[src/rtl/mem_arbiter.sv]
// mem_arbiter
//   Two-port arbiter in front of a single-ported, combinationally read DataMem.
//   Port 0 (core) and port 1 (DMA/peripheral) compete for the memory. A port
//   that is granted is served in the same cycle its request is seen. Ties go
//   to the port that was not served last. A port may keep the grant by holding
//   mX_lock. While the other port waits, the lock is honoured for at most
//   MAX_LOCK extra cycles, and then the grant is forced over.
//
// Parameters
//   MAX_LOCK  max consecutive locked retentions while the other port waits
//   CNT_W     lock counter width, 2**CNT_W > MAX_LOCK
//
// Ports
//   clk, reset                      rising-edge clock, async active-low reset
//   mX_req/we/lock/addr/wdata       port X request, write strobe, lock, address, data
//   mX_ack, mX_rdata                port X served this cycle, read data
//   oMemAddr/Read/Write/WriteData   DataMem command (combinational from owner)
//   iMemReadData                    DataMem combinational read data
//   oGrant                          one-hot owner, 00 = idle
module mem_arbiter #(
  parameter int MAX_LOCK = 16,
  parameter int CNT_W    = 5
) (
  input  logic        clk,
  input  logic        reset,

  input  logic        m0_req,
  input  logic        m0_we,
  input  logic        m0_lock,
  input  logic [31:0] m0_addr,
  input  logic [31:0] m0_wdata,
  output logic        m0_ack,
  output logic [31:0] m0_rdata,

  input  logic        m1_req,
  input  logic        m1_we,
  input  logic        m1_lock,
  input  logic [31:0] m1_addr,
  input  logic [31:0] m1_wdata,
  output logic        m1_ack,
  output logic [31:0] m1_rdata,

  output logic [31:0] oMemAddr,
  output logic        oMemRead,
  output logic        oMemWrite,
  output logic [31:0] oMemWriteData,
  input  logic [31:0] iMemReadData,
  output logic [1:0]  oGrant
);

  typedef enum logic [1:0] {
    IDLE = 2'b00,
    GNT0 = 2'b01,
    GNT1 = 2'b10
  } state_e;

  localparam logic [CNT_W-1:0] LOCK_MAX = CNT_W'(MAX_LOCK);

  state_e           state_q, state_d;
  logic             last_q, last_d;        // index of the port acked most recently
  logic [CNT_W-1:0] lock_cnt_q, lock_cnt_d;

  logic             own_req, own_lock, oth_req, force_sw;

  // Pick the single requester, or on a tie the port not served last.
  function automatic state_e pick(input logic r0, input logic r1, input logic last);
    if (r0 && r1)  pick = last ? GNT0 : GNT1;
    else if (r0)   pick = GNT0;
    else if (r1)   pick = GNT1;
    else           pick = IDLE;
  endfunction

  // State register
  always_ff @(posedge clk or negedge reset) begin
    if (!reset) begin
      state_q    <= IDLE;
      last_q     <= 1'b1;   // port 0 wins the first tie after reset
      lock_cnt_q <= '0;
    end else begin
      state_q    <= state_d;
      last_q     <= last_d;
      lock_cnt_q <= lock_cnt_d;
    end
  end

  // Next-state logic
  always_comb begin
    state_d    = state_q;
    last_d     = last_q;
    lock_cnt_d = lock_cnt_q;
    own_req    = 1'b0;
    own_lock   = 1'b0;
    oth_req    = 1'b0;

    case (state_q)
      GNT0: begin
        own_req  = m0_req;
        own_lock = m0_lock;
        oth_req  = m1_req;
      end
      GNT1: begin
        own_req  = m1_req;
        own_lock = m1_lock;
        oth_req  = m0_req;
      end
      default: ;
    endcase

    if (m0_ack)      last_d = 1'b0;
    else if (m1_ack) last_d = 1'b1;

    // The lock budget is spent once the counter reaches MAX_LOCK with the
    // other port still waiting; this edge hands the grant over regardless.
    force_sw = oth_req && (lock_cnt_q == LOCK_MAX);

    // A cycle without an owner ack leaves last_d == last_q, so arbitrating
    // with last_d covers IDLE, dropped requests and unlocked acks alike.
    if (state_q != IDLE && own_req && own_lock && !force_sw) state_d = state_q;
    else                                                   state_d = pick(m0_req, m1_req, last_d);

    if (state_d != state_q || state_d == IDLE || !oth_req)
      lock_cnt_d = '0;
    else if (own_req && own_lock && lock_cnt_q != LOCK_MAX)
      lock_cnt_d = lock_cnt_q + 1'b1;
  end

  // Output logic: the owner's command passes straight through to DataMem
  always_comb begin
    oGrant        = 2'b00;
    oMemAddr      = '0;
    oMemWriteData = '0;
    oMemRead      = 1'b0;
    oMemWrite     = 1'b0;
    m0_ack        = 1'b0;
    m1_ack        = 1'b0;
    m0_rdata      = '0;
    m1_rdata      = '0;

    case (state_q)
      GNT0: begin
        oGrant        = 2'b01;
        oMemAddr      = m0_addr;
        oMemWriteData = m0_wdata;
        oMemWrite     = m0_req & m0_we;
        oMemRead      = m0_req & ~m0_we;
        m0_ack        = m0_req;
        m0_rdata      = iMemReadData;
      end
      GNT1: begin
        oGrant        = 2'b10;
        oMemAddr      = m1_addr;
        oMemWriteData = m1_wdata;
        oMemWrite     = m1_req & m1_we;
        oMemRead      = m1_req & ~m1_we;
        m1_ack        = m1_req;
        m1_rdata      = iMemReadData;
      end
      default: ;
    endcase
  end

endmodule

[config.mk]
export PLATFORM = sky130hd
export DESIGN_NAME = mem_arbiter
export DESIGN_NICKNAME = d
export VERILOG_FILES = /design/src/rtl/mem_arbiter.sv
export SDC_FILE = /design/constraint.sdc
export NUM_CORES = 1
export LEC_CHECK = 0
export BUFFER_PORTS_ARGS = -buffer_cell sky130_fd_sc_hd__buf_4
export CORE_AREA = 10 10 108 110
export DETAILED_ROUTE_END_ITERATION = 8
export DIE_AREA = 0 0 118 120
export SLEW_MARGIN = 20
export SYNTH_ARGS = -nofsm -noshare
export SYNTH_HDL_FRONTEND = slang
export SYNTH_SLANG_ARGS = --single-unit
[constraint.sdc]
create_clock -name clk -period 3 [get_ports clk]
set_input_delay 0.15 -clock clk [delete_from_list [all_inputs] [get_ports clk]]
set_output_delay 0.15 -clock clk [all_outputs]
set_load 0.02 [all_outputs]
# [Word-level counts from Yosys, hierarchy flattened]
# Cells that the tools add are included.
# W data, S select, Z words.
[op_classes] n_addsub=1 eq_ne=5 muxes=21 bitwise_logic=6 reduce_logical=14
[ops] cell="$pmux W32 S2" n=2
[ops] cell="$mux W32" n=2
[ops] cell="$mux W2" n=5
[ops] cell="$mux W5" n=2
[ops] cell="$pmux W1 S2" n=5
[ops] cell="$logic_and A1 B1 Y1" n=7
[ops] cell="$add A5 B1 Y5 const B" n=1
[ops] cell="$eq A5 B5 Y1 const B" n=1
[ops] cell="$ne A5 B5 Y1 const B" n=1
[ops] cell="$and A1 B1 Y1" n=4
[ops] cell="$mux W1" n=4
[ops] cell="$pmux W2 S2" n=1
[ops] cell="$reduce_bool A2 Y1" n=2
[ops] cell="$eq A2 B1 Y1 const B" n=1
[ops] cell="$eq A2 B2 Y1 const B" n=1
[ops] cell="$logic_not A1 Y1" n=2
[ops] cell="$logic_not A2 Y1" n=1
[ops] cell="$logic_or A1 B1 Y1" n=2
[ops] cell="$ne A2 B2 Y1" n=1
[ops] cell="$not A1 Y1" n=2
[totals] ff_bits=8 in_bits=168 output_inout_bits=134 word_cells=50

# [Longest topological paths before layout]
[depth] word_depth=11 ltp_mapped=8 depth_no_buf=6

# [Least setup slack after synthesis]
# No wires, ideal clock.
[synth_path] kind="register to register" from="register state_q[0]" to="register state_q[0]" setup_ns=0.125 arrival_ns=1.851 t_required_ns=2.875 slack_ns=1.024 path_stages_with_launch=8 path_buffers=2 synth_period_minus_slack_ns=1.976 cell_sequence="dfrtp_1 > inv_1 > ha_1 > clkbuf_1 > nor3b_1 > or3_1 > buf_6 > mux2_4"
[synth_via] elab_chain_cells=7 word_cells_on_any_way=18 classes_between="2 x eq/ne; 10 x mux; 6 x reduce/logical"
[synth_rtl] element="from (decl)" line="59" source="state_e state_q, state_d;"
[synth_rtl] element="from (signal assigned)" line="80" source="state_q <= state_d;"
[synth_rtl] element="$eq A2 B2 Y1" line="95, 139"
[synth_rtl] element="$mux W1" line="139" source="case (state_q)"
[synth_rtl] element="$mux W1" line="110" source="else if (m1_ack) last_d = 1'b1;"
[synth_rtl] element="$mux W1" line="109" source="if (m0_ack) last_d = 1'b0;"
[synth_rtl] element="$mux W2 (2 in a row)" line="67" source="if (r0 && r1) pick = last ? GNT0 : GNT1;"
[synth_rtl] element="$mux W2 (*)" line="118" source="if (state_q != IDLE && own_req && own_lock && !force_sw) state_d = state_q;"
[synth_rtl] element="named net state_d[0]" line="59"
# The timed path passes the listed nets; every way through them passes the cells marked *.
# A chain may end at the register's enable or synchronous reset.

# [Worst setup path after layout]
[layout_path] from="register state_q[0]" to="output port oMemWrite"
[layout_via] elab_chain_cells=2 word_cells_on_any_way=3 classes_between="2 x eq/ne; 1 x mux"
[layout_rtl] element="$eq A2 B2 Y1 or $eq A2 B1 Y1 (tied branches)" line="139"
[layout_rtl] element="$pmux W1 S2 (*)" line="139"
[layout_rtl] element="to (decl)" line="45" source="output logic oMemWrite,"
# Mark *: on every way between the ends. The rest lies on a longest branch, timed or not.

==> out/results.tsv <==
metric	value	unit
status	finished, final reports clean	
largest area contributor in the netlist	a22oi_1	
TritonCTS clock tree	built	
MaxCap Viol Count	0	
fin. max-slew vios	0	
Final min period	2520	ps
setup TNS	0	ps
layout cells sized above 1	0.560	
post_cts resized	0	
grt total ovfl	0	
Peak VDD IR	173	uV
design area	4440	um2
Initial Utilization	0.213	
final net count	744	
Via-to-Cell Ratio	4.55	
vias in the first global route	3393	
final setup vio count	0	
flop2flop setup slack	580	ps
measured slew at the worst slew-check pin	601	ps
sequential share of the synthesized area	0.0988	
asr flop ratio synth	1.00	
P per Cell Area	396	nW/um2
most common cell after layout, fill and taps aside	buf_4	
TritonCTS buffer count	3	
worst reg2reg path depth	6	
first-pass GRT wire length	20600	um
Simple-Gate Fraction of Synth Area	0.442	
R2R Path End	state_q[0]	
worst skew pair latency	230	ps
post-synthesis compound-gate area fraction	0.305	
drt pass-1 iters	4	
Yosys cell types	36	
most frequent cells in the layout	buf_4, and2_1, a22oi_1, nor2b_1, inv_1	
Post-Synthesis Net Count	461	
critical path's top delay family	buffers and inverters	
Clock transition at path regs	40	ps
Hold WS	240	ps
clock buffer depth	2	
slowest stage cell, crit path	ha_2	
cells along the critical path	inv_1 > ha_2 > buf_4 > nand2_1 > inv_1 > nand2_1 > a21boi_1 > buf_4	
critical path class	reg -> out	
global-route usage over all layers	0.182	
drt drc	0	
Post-DP Area	4390	um2
site row count	36	
clock skew	4.41	ps
XOR/XNOR Fraction of Synth Area	0.0129	
routed via count	3187	
endpoint type of the worst setup path	output pin	
slew margin rel.	0.595	
WL final	14100	um
RSZ-0062 raised after global routing	false	
Syn Area/Cell	7.13	um2
Lkg Pwr	2.26	nW
final hold violations	0	
HP Class	in -> reg	
Die Y-Extent	120	um
H-tree depth	1	
arrival time worst endpoint	2370	ps
TritonCTS Sinks	8	
die width	118	um
area grow syn2layout	118	%
die area	14200	um2
number of antenna violations at the first check in global routing	0	
hpwl dp	12400	um
Synth area leaders	a22oi_1, and2_1, nor2b_1, dfrtp_1, clkbuf_1	
slowest stage delay, CP	500	ps
Final Wtd Congestion	0.835	
Hold Path End	last_q	
fmax	397	MHz
fin crit share	0.839	
Post-synth EDFFs	0	
largest net degree at the start of global routing	47	
post-synth top area share	0.236	
drt wl/cell	20.2	um
CP required	2850	ps
CP startpoint kind	register	
number of antenna-violating nets in the routed design	0	
Min-Delay Path Depth	3	
root buffer cell	clkbuf_8	
worst r2r src	state_q[0]	
io pins	302	
flops & latches, synth	8	
min-delay src	m0_req	
Buf/Inv on CP	4	
PortBufs	301	
drt initial violations	280	
ant diodes	0	
Syn Std Cell Area	2040	um2
Post-Synthesis Cells	286	
largest family of logic cells by synthesized area	simple AND/OR/NAND/NOR gates	
Post-Synth Adder-Cell Area	0.0430	
mux contribution to synthesized area	0.0172	
ys flop type	dfrtp_1	
Yosys warnings	0	
crit-path max FO	35	
Core ar.	9550	um2
==> synth_stat cells, types with 2 or more instances <==
library cell / number
a22oi_1: 64
nor2b_1: 64
and2_1: 65
nand2_1: 4
or3_1: 2
inv_1: 8
mux2i_1: 2
xor2_1: 2
clkbuf_1: 28
o21ai_0: 2
nand4_1: 3
ha_1: 7
buf_6: 2
dfrtp_1: 7
and3_1: 2
a211oi_1: 4
==> sequential cells by signal (all words and copies together), names as in the netlist <==
register	cells
last_q	1
lock_cnt_q	5
state_q	2
==> power breakdown <==
part | internal (mW) | switching (mW)
logic | 0.689 | 0.798
registers | 0.123 | 0.0101
clock network | 0.0922 | 0.0446
total | 0.904 | 0.853
==> routing by layer <==
layer | global-route usage | wire length [um]
met3 | 0.0755 | 1570
met5 | 0 | 0
met2 | 0.345 | 7390
met4 | 0.0433 | 203
met1 | 0.180 | 4970
==> worst min-delay path: stages <==
cell and delay [ps]:
buf_4 120, nand2_1 80, o21a_1 110
==> what timing repair did <==
item                      CTS  global route
hold endpoints to repair    8             0
hold buffers                1             0
buffers inserted            0             0
==> through the flow <==
step / util / instances / setup WS [ps] / power, mW
floorplan: - / 286 / 1020 / 0.967
global placement: 0.459 / 696 / 650 / 1.63
detailed placement: 0.459 / 696 / 566 / 1.64
CTS: 0.465 / 701 / 437 / 1.78
global route: 0.465 / 701 / 194 / 1.89
finish: 0.465 / 701 / 484 / 1.76
==> cell type report <==
class | count | area [um2]
inverter | 8 | 30.0
tap | 133 | 166
clock buffer | 4 | 45.0
multi-input combinational | 239 | 1680
timing repair buffer | 309 | 2320
sequential | 8 | 201
fill | 1000 | 5110
==> worst max-delay path by stage <==
stage                    start    endpoint  slack (ps)  cells after the start
finish              state_q[0]   oMemWrite         480                      8
global route        state_q[0]   oMemWrite         190                      8
CTS                 state_q[0]   oMemWrite         440                      8
detailed placement  state_q[0]  state_q[0]         570                      6
global placement    state_q[0]  state_q[0]         650                      6
floorplan           state_q[0]  state_q[0]        1020                      7
==> cell families after synthesis <==
family	Yosys count
buf+inv	39
simple gates	145
compound gates	81
xor+xnor	3
flops	8
mux	3
fa+ha+maj	7
Power figures use the tool's default switching activity.
